**config.mk**
```make
export PLATFORM = sky130hd
export DESIGN_NAME = gpr_write_arbiter
export DESIGN_NICKNAME = d
export VERILOG_FILES = /design/src/rtl/gpr_write_arbiter_pkg.sv /design/src/rtl/gpr_wr_slot.sv /design/src/rtl/gpr_write_arbiter.sv
export SDC_FILE = /design/constraint.sdc
export NUM_CORES = 1
export LEC_CHECK = 0
export ABC_CLOCK_PERIOD_IN_PS = 5200
export CORE_UTILIZATION = 30
export CTS_BUF_LIST = sky130_fd_sc_hd__clkbuf_8
export CTS_CLUSTER_DIAMETER = 200
export CTS_CLUSTER_SIZE = 25
export DETAILED_ROUTE_END_ITERATION = 10
export SLEW_MARGIN = 10
export SYNTH_ARGS = -nofsm -noshare
export SYNTH_HDL_FRONTEND = slang
export SYNTH_SLANG_ARGS = --single-unit
```
**constraint.sdc**
```tcl
create_clock -name clk -period 5.2 [get_ports clk]
set_input_delay 0.78 -clock clk [delete_from_list [all_inputs] [get_ports clk]]
set_output_delay 0.78 -clock clk [all_outputs]
set_load 0.05 [all_outputs]
```
**src/rtl/gpr_write_arbiter_pkg.sv**
```systemverilog
// Shared processing-unit types for the GPR write path.
package Pu_types;

  localparam int GPR_COUNT = 32;

  typedef logic [4:0]  Reg_index;
  typedef logic [31:0] Word;

  typedef struct packed {
    Reg_index sel;
    Word      data;
  } Gpr_wr_req;

endpackage

```
**src/rtl/gpr_wr_slot.sv**
```systemverilog
// One-entry holding buffer for a single result source, stamped with its arrival cycle.
module gpr_wr_slot
  import Pu_types::*;
#(
  parameter int AGE_W = 4
) (
  input  logic             clk,
  input  logic             reset,
  input  logic             valid,
  output logic             ready,
  input  Gpr_wr_req        req,
  input  logic [AGE_W-1:0] counter,
  input  logic             grant,
  output logic             vld,
  output Gpr_wr_req        held,
  output logic [AGE_W-1:0] stamp
);

  // A granted buffer empties at this edge, so it can take a new write with no bubble.
  assign ready = !vld | grant;

  always_ff @(posedge clk) begin
    if (reset) begin
      vld   <= 1'b0;
      held  <= '0;
      stamp <= '0;
    end else if (valid && ready) begin
      vld   <= 1'b1;
      held  <= req;
      stamp <= counter;
    end else if (grant) begin
      vld   <= 1'b0;
    end
  end

endmodule

```
**src/rtl/gpr_write_arbiter.sv**
```systemverilog
// Merges buffered results from several execution units onto the single GPR write port,
// draining the oldest buffered write each cycle and exporting a pending-register mask.
module gpr_write_arbiter
  import Pu_types::*;
#(
  parameter int NUM_SRC = 3,
  parameter int AGE_W   = 4
) (
  input  logic                   clk,
  input  logic                   reset,
  input  logic [NUM_SRC-1:0]     src_valid,
  output logic [NUM_SRC-1:0]     src_ready,
  input  Reg_index [NUM_SRC-1:0] src_sel,
  input  Word [NUM_SRC-1:0]      src_data,
  output logic                   wa_wr,
  output Reg_index               wa_sel,
  output Word                    wa,
  output logic [GPR_COUNT-1:0]   pending
);

  logic [AGE_W-1:0] counter;
  logic [NUM_SRC-1:0] vld;
  logic [NUM_SRC-1:0] grant;
  Gpr_wr_req        held  [NUM_SRC];
  logic [AGE_W-1:0] stamp [NUM_SRC];
  logic [AGE_W-1:0] age   [NUM_SRC];
  logic [AGE_W-1:0] best_age;
  logic             found;

  always_ff @(posedge clk) begin
    if (reset) counter <= '0;
    else       counter <= counter + 1'b1;
  end

  for (genvar i = 0; i < NUM_SRC; i++) begin : g_slot
    Gpr_wr_req req;
    assign req.sel  = src_sel[i];
    assign req.data = src_data[i];

    gpr_wr_slot #(.AGE_W(AGE_W)) u_slot (
      .clk     (clk),
      .reset   (reset),
      .valid   (src_valid[i]),
      .ready   (src_ready[i]),
      .req     (req),
      .counter (counter),
      .grant   (grant[i]),
      .vld     (vld[i]),
      .held    (held[i]),
      .stamp   (stamp[i])
    );
  end

  // Modular age survives counter wrap because waits never exceed NUM_SRC-1 cycles;
  // strict greater-than leaves same-cycle ties with the lowest index.
  always_comb begin
    grant    = '0;
    best_age = '0;
    found    = 1'b0;
    for (int i = 0; i < NUM_SRC; i++) begin
      age[i] = counter - stamp[i];
      if (vld[i] && (!found || age[i] > best_age)) begin
        found    = 1'b1;
        best_age = age[i];
        grant    = '0;
        grant[i] = 1'b1;
      end
    end
  end

  assign wa_wr = |vld;

  always_comb begin
    wa_sel  = '0;
    wa      = '0;
    pending = '0;
    for (int i = 0; i < NUM_SRC; i++) begin
      if (grant[i]) begin
        wa_sel = held[i].sel;
        wa     = held[i].data;
      end
      if (vld[i]) pending[held[i].sel] = 1'b1;
    end
  end

endmodule

```
==> results.yml, run 1 <==
placed_design:
  dpl.hpwl_um: 15400
  portBuffers: 188
  dp_cells: 1358
  gp_congestion: 0.849
  placed_cell_area_sq_mm: 0.0104
global_routing:
  grt_pass1_vias: 6663
  antenna_found_initial: 1
  grt_usage_pct: 17.7
  gr-total-overflow: 0
  grt_max_degree: 121
  grt_pass1_wl_um: 36300
sta:
  setup_tns_ns: 0
  hold_viol_final: 0
  slew_violations: 0
  hold_ws_ns: 0.475
  fin_skew_ns: 0.0230
  setup_viol: 0
  worst_pin_slew_ns: 1.23
  slew_headroom_pct: 17.5
  fin_crit_sh_pct: 96.8
  grt_setup_unrepaired: "yes"
  min_period_ns: 5.03
  max_freq_mhz: 199
setup_path:
  r2r_start: "counter[0]"
  critical_path_arrival_ns: 4.25
  cp-end-kind: "output pin"
  crit_slowest_cell: "fa_1"
  critPathTopFamily: "adder cells"
  path_class: "reg -> out"
  crit_top_cell: "ha_4"
  critPathRequiredTime_ns: 4.42
  critPathMaxStageDelay_ns: 0.50
  path_cells: "inv_4 > ha_4 > inv_2 > fa_1 > nand2_2 > ha_4 > nor2b_4 > o211ai_4 > a31oi_4 > mux2i_1 > ha_2 > a21o_1 > nor2_4 > buf_6 > a21o_4 > buf_8 > nor2_1 > a21oi_2 > buf_12"
  path_buf_inv: 5
  crit_fanout: 6
  start_kind: "flop"
  crit_start: "counter[0]"
yosys:
  synth_common_cells: "nand2b_1, dfxtp_1, mux2i_1"
  synth.avg_cell_area_sq_um: 8.64
  yosysWarningCount: 0
  synth_edf_count: 0
  synth.distinct_cells: 53
  syn-instance-count: 891
  async_reset_ff_share_pct: 0
  synth-main-ff-cell: "dfxtp_1"
  yosys_register_bits: 130
  synth_nets: 1028
  yosysMostFrequentCell: "nand2b_1"
  yosysTopAreaCell: "dfxtp_1"
  synth_top_area_share_pct: 33.8
  ys_seq_area_share_pct: 33.8
  synthTopCellsByArea: "dfxtp_1, mux2i_1, nand2b_1"
  synthesis.area_sq_mm: 0.00770
clock_tree:
  clk_path_buf_depth: 2
  ctsHoldBuffers: 0
  cts-root-buf: "clkbuf_8"
  cts-buffers-inserted: 17
  cts.clk_slew.worst_paths_ns: 0.09
  htreeDepth: 4
  tritoncts: "built"
  clock_latency_ns: 0.46
  cts.sinks: 130
pwr:
  p_leak_nw: 4.68
  p_clk_share_pct: 22.5
  swShare_pct: 39.2
  combPwrFrac_pct: 47.1
  ir_worst_vdd_mv: 0.202
  p_int_mw: 2.28
  switchingPower_mw: 1.47
  p_seq_share_pct: 30.5
  p_per_area_mw_per_mm2: 326
  p_total_mw: 3.74
floorplanning:
  dieArea_sq_mm: 0.0263
  die_w_um: 162
  die_h_um: 162
  io_pins: 189
  placeableCoreArea_sq_mm: 0.0252
  start_util_pct: 30.6
  rows: 58
routing:
  post_drt_wl_per_cell_um: 16.4
  drtIter0Drc: 439
  drt.antenna.violating_nets: 0
  via_per_inst: 4.82
  drc: 0
  drt_pass1_iterations: 5
  vias: 6845
  routed_wirelength_um: 23200
final_layout:
  multiInputGateArea_sq_mm: 0.00512
  register_area_sq_mm: 0.00261
  syn_to_final_growth_pct: 48.9
  fin_area_sq_mm: 0.0115
  instances_no_fill: 1420
  nFillCells: 2377
  diodes: 0
  drive_above_1_share_pct: 20.0
  fin_nets: 1214
job:
  drv_cap: 0
outcome:
  status: "finished, final reports clean"
hold_path:
  worstHoldPathType: "reg -> reg"
  hold_start: "g_slot[1].u_slot.held[29]"
## metrics by stage
step	utilization (%)	worst slack (ns)
6_report	45.5	0.167
3_5_place_dp	41.4	0.0898
2_1_floorplan	-	-0.239
4_1_cts	44.5	0.00244
3_3_place_gp	41.4	0.180
5_1_grt	45.5	-0.0624
## power by group through the flow
stage / combinational [mW] / clock, mW / sequential, mW
after floorplan: 0.944 / 0 / 1.13
after global placement: 1.52 / 0 / 1.16
after detailed placement: 1.53 / 0 / 1.16
after CTS: 1.68 / 0.871 / 1.14
after global routing: 1.86 / 0.926 / 1.15
final: 1.76 / 0.842 / 1.14
## layer usage
layer  part of all wire [%]  vias up  global-route usage [%]
met5                      0        -                       0
met4                    1.3        0                    5.06
met3                    7.6       20                    5.44
met2                     45      236                    27.8
met1                     46     3182                    23.2
li1                       -     3407                       -
## layout make-up
type | instances | share of cell area [%]
repair buffers | 238 | 25.1
clock inverters | 15 | 1.18
clock buffers | 17 | 2.04
well taps | 330 | 3.60
flip-flops and latches | 130 | 22.8
inverters | 19 | 0.644
multi-input cells | 671 | 44.7
## path summary, 6_finish.rpt
check	end	slack [ns]	depth (start not counted)
setup / recovery	wa_sel[2]	0.17	19
setup reg to reg	g_slot[0].u_slot.held[26]	0.79	22
hold reg to reg	g_slot[1].u_slot.held[29]	0.47	2
hold / removal	g_slot[1].u_slot.held[29]	0.47	2
## state kept, by name, indices dropped and copies added (netlist names)
name / flops
g_slot.u_slot.held: 111
g_slot.u_slot.vld: 3
g_slot.u_slot.stamp: 12
counter: 4
## cells in the final DEF, fill, tap and decap left out, drive strengths merged, types with 19 or more instances in the layout
| cell | n |
|---|---|
| inv | 30 |
| buf | 87 |
| a22oi | 66 |
| nand2b | 160 |
| a21oi | 50 |
| clkdlybuf4s50 | 147 |
| nor2 | 96 |
| nand2 | 75 |
| dfxtp | 130 |
| clkbuf | 19 |
| mux2i | 124 |
## cell families (layout without fill, tap and decap cells)
logic type / after synthesis / after routing / share of synthesized area (%)
simple gates: 371 / 371 / 25.2
mux: 125 / 125 / 16.3
buf+inv: 91 / 289 / 6.84
fa+ha+maj: 21 / 21 / 3.70
flops: 130 / 130 / 33.8
compound gates: 143 / 144 / 13.1
xor+xnor: 10 / 10 / 1.14
## worst reg2reg max path: stages (launching register included)
cell and delay [ns]:
dfxtp_4 0.36, inv_4 0.07, ha_4 0.15, inv_2 0.04, fa_1 0.50, nand2_2 0.08
ha_4 0.28, nor2b_4 0.17, o211ai_4 0.10, a31oi_4 0.27, buf_6 0.16, nor2_4 0.04
a21oi_2 0.14, ha_4 0.23, nor2b_4 0.13, o211ai_4 0.18, buf_6 0.13, buf_4 0.14
a21oi_4 0.06, buf_4 0.18, a211oi_4 0.31, buf_12 0.35, mux2i_1 0.27
## timing repair
item	in CTS	in global routing
endpoints found under the setup margin	39	40
buffers inserted	12	13
pin swaps	13	23
cloned	4	2
gates resized for setup	47	30
Power figures use the tool's default switching activity.
==> run 2: changes to the inputs <==
- CELL_PAD_IN_SITES_DETAIL_PLACEMENT: not set -> 0
- CELL_PAD_IN_SITES_GLOBAL_PLACEMENT: not set -> 1
- PLACE_DENSITY_LB_ADDON: not set -> 0.1
- SKIP_LAST_GASP: not set -> 1
==> results.yml, run 2 (same netlist as run 1, synthesis figures left out) <==
final_layout:
  regMostFlops: "g_slot.u_slot.held"
  fin_nets: 1215
  layout_commonest_cell: "nand2b_1"
  utilization_pct: 46.1
  syn_to_final_growth_pct: 50.6
  largest_reg_flops: 111
  final_cell_mix: "nand2b_1, clkdlybuf4s50_1, dfxtp_1"
  reg_top3: "g_slot.u_slot.held: 111 flops, g_slot.u_slot.stamp: 12 flops, counter: 4 flops"
  instances_no_fill: 1422
  drive_above_1_share_pct: 19.1
routing:
  drt.antenna.violating_nets: 0
  post_drt_wl_per_cell_um: 17.3
  vias: 6780
  drc: 0
  via_per_inst: 4.77
  drt_pass1_iterations: 7
  routed_wirelength_um: 24600
  drtIter0Drc: 375
setup_path:
  critPathTopFamily: "adder cells"
  crit_fanout: 7
  start_kind: "flop"
  cp-end-kind: "output pin"
  critical_path_arrival_ns: 4.34
  path_buf_inv: 6
  path_cells: "inv_4 > ha_4 > inv_2 > fa_1 > nand2_2 > ha_4 > nor2b_4 > o211ai_4 > a31oi_4 > mux2_2 > ha_1 > nand4_4 > o21ai_2 > a21o_4 > buf_4 > clkbuf_16 > buf_4 > a21oi_4 > buf_12"
  critPathRequiredTime_ns: 4.42
  crit_slowest_cell: "fa_1"
  critPathMaxStageDelay_ns: 0.48
  path_class: "reg -> out"
floorplanning:
  rows: 58
  io_pins: 189
  die_w_um: 162
  dieArea_sq_mm: 0.0263
  placeableCoreArea_sq_mm: 0.0252
  die_h_um: 162
  start_util_pct: 30.6
pwr:
  p_clk_share_pct: 25.0
  switchingPower_mw: 1.46
  combPwrFrac_pct: 45.7
  swShare_pct: 37.5
  p_per_area_mw_per_mm2: 336
  ir_worst_vdd_mv: 0.217
  p_seq_share_pct: 29.3
  p_int_mw: 2.43
  p_leak_nw: 4.72
clock_tree:
  tritoncts: "built"
  htreeDepth: 4
  cts-buffers-inserted: 17
  ctsHoldBuffers: 0
  cts.sinks: 130
  cts.clk_slew.worst_paths_ns: 0.09
  clk_path_buf_depth: 2
  clock_latency_ns: 0.44
  cts-root-buf: "clkbuf_8"
hold_path:
  worstHoldPathType: "reg -> reg"
sta:
  slew_violations: 0
  fin_crit_sh_pct: 98.5
  fin_skew_ns: 0.0173
  slew_headroom_pct: 21.3
  hold_viol_final: 0
  min_period_ns: 5.12
  grt_setup_unrepaired: "yes"
  setup_viol: 0
  max_freq_mhz: 195
  setup_tns_ns: 0
  worst_pin_slew_ns: 1.17
placed_design:
  dpl.hpwl_um: 16100
  portBuffers: 188
  gp_congestion: 0.790
  dp_cells: 1357
job:
  drv_cap: 0
global_routing:
  grt_usage_pct: 18.3
  grt_pass1_wl_um: 37200
  grt_pass1_vias: 6601
  antenna_found_initial: 2
  grt_max_degree: 102
  gr-total-overflow: 0
outcome:
  status: "finished, final reports clean"
[run 2: cell count changes in the layout (fill, tap and decap cells not counted), moves of 2 or more]
cell and delta:
a21oi_2 -16, a21oi_1 +2, nor2_2 -4, ha_1 +2, nor2_4 -2, bufinv_16 +3, inv_8 -2, clkbuf_16 +3
a21oi_4 +14, ha_4 -2, nor2_1 +6, bufbuf_16 -2
[run 2: path summary, 6_finish.rpt]
| path | startpoint | to | slack [ns] | depth (start not counted) |
|---|---|---|---|---|
| hold / removal | g_slot[0].u_slot.held[11] | g_slot[0].u_slot.held[11] | 0.48 | 2 |
| hold reg to reg | g_slot[0].u_slot.held[11] | g_slot[0].u_slot.held[11] | 0.48 | 2 |
| setup reg to reg | counter[0] | g_slot[1].u_slot.held[28] | 0.95 | 19 |
| setup / recovery | counter[0] | wa[28] | 0.08 | 19 |
[run 2: what timing repair did]
item	in CTS	in global routing
pin swaps	4	22
buffers inserted	3	21
gates resized for setup	23	48
setup endpoints to repair	38	40
cloned	1	7
[run 2: layout make-up]
cell class                      count  area [sq um]
Inverter                           19          73.8
Timing Repair Buffer              240          2920
Clock inverter                     14           189
Sequential cell                   130          2610
Multi-Input combinational cell    670          5140
Clock buffer                       18           248
Antenna cell                        1          2.50
Fill cell                        2434         13600
Tap cell                          330           413
[run 2: per-layer routing]
layer	part of all wire [%]	vias up	global-route usage [%]	routed length, um
met3	5.8	20	4.90	1410
met1	46	3180	24.4	11400
li1	-	3405	-	-
met2	47	173	29.2	11500
met4	1.0	2	3.90	251
met5	0.053	-	0	13
[run 2: worst min-delay path, delay by kind of cell (launching register included)]
family / cells / cell delay, ns
mux: 1 / 0.06
simple gates: 1 / 0.06
flops: 1 / 0.32
[run 2: stage by stage]
step / area [sq um] / hold slack [ns] / setup slack (ns) / total power, mW
after floorplan: 7930 / 0.448 / -0.239 / 2.08
after global routing: 11600 / 0.488 / -0.121 / 4.08
after global placement: 10400 / 0.460 / 0.204 / 2.69
final: 11600 / 0.477 / 0.0792 / 3.89
after detailed placement: 10400 / 0.463 / 0.167 / 2.70
after CTS: 11000 / 0.453 / -0.000894 / 3.76
[run 2: power groups by stage]
| stage | clock (mW) | sequential (mW) | combinational (mW) |
|---|---|---|---|
| floorplan | 0 | 1.13 | 0.944 |
| global placement | 0 | 1.16 | 1.53 |
| detailed placement | 0 | 1.16 | 1.54 |
| CTS | 1.02 | 1.14 | 1.60 |
| global route | 1.06 | 1.15 | 1.87 |
| finish | 0.972 | 1.14 | 1.78 |
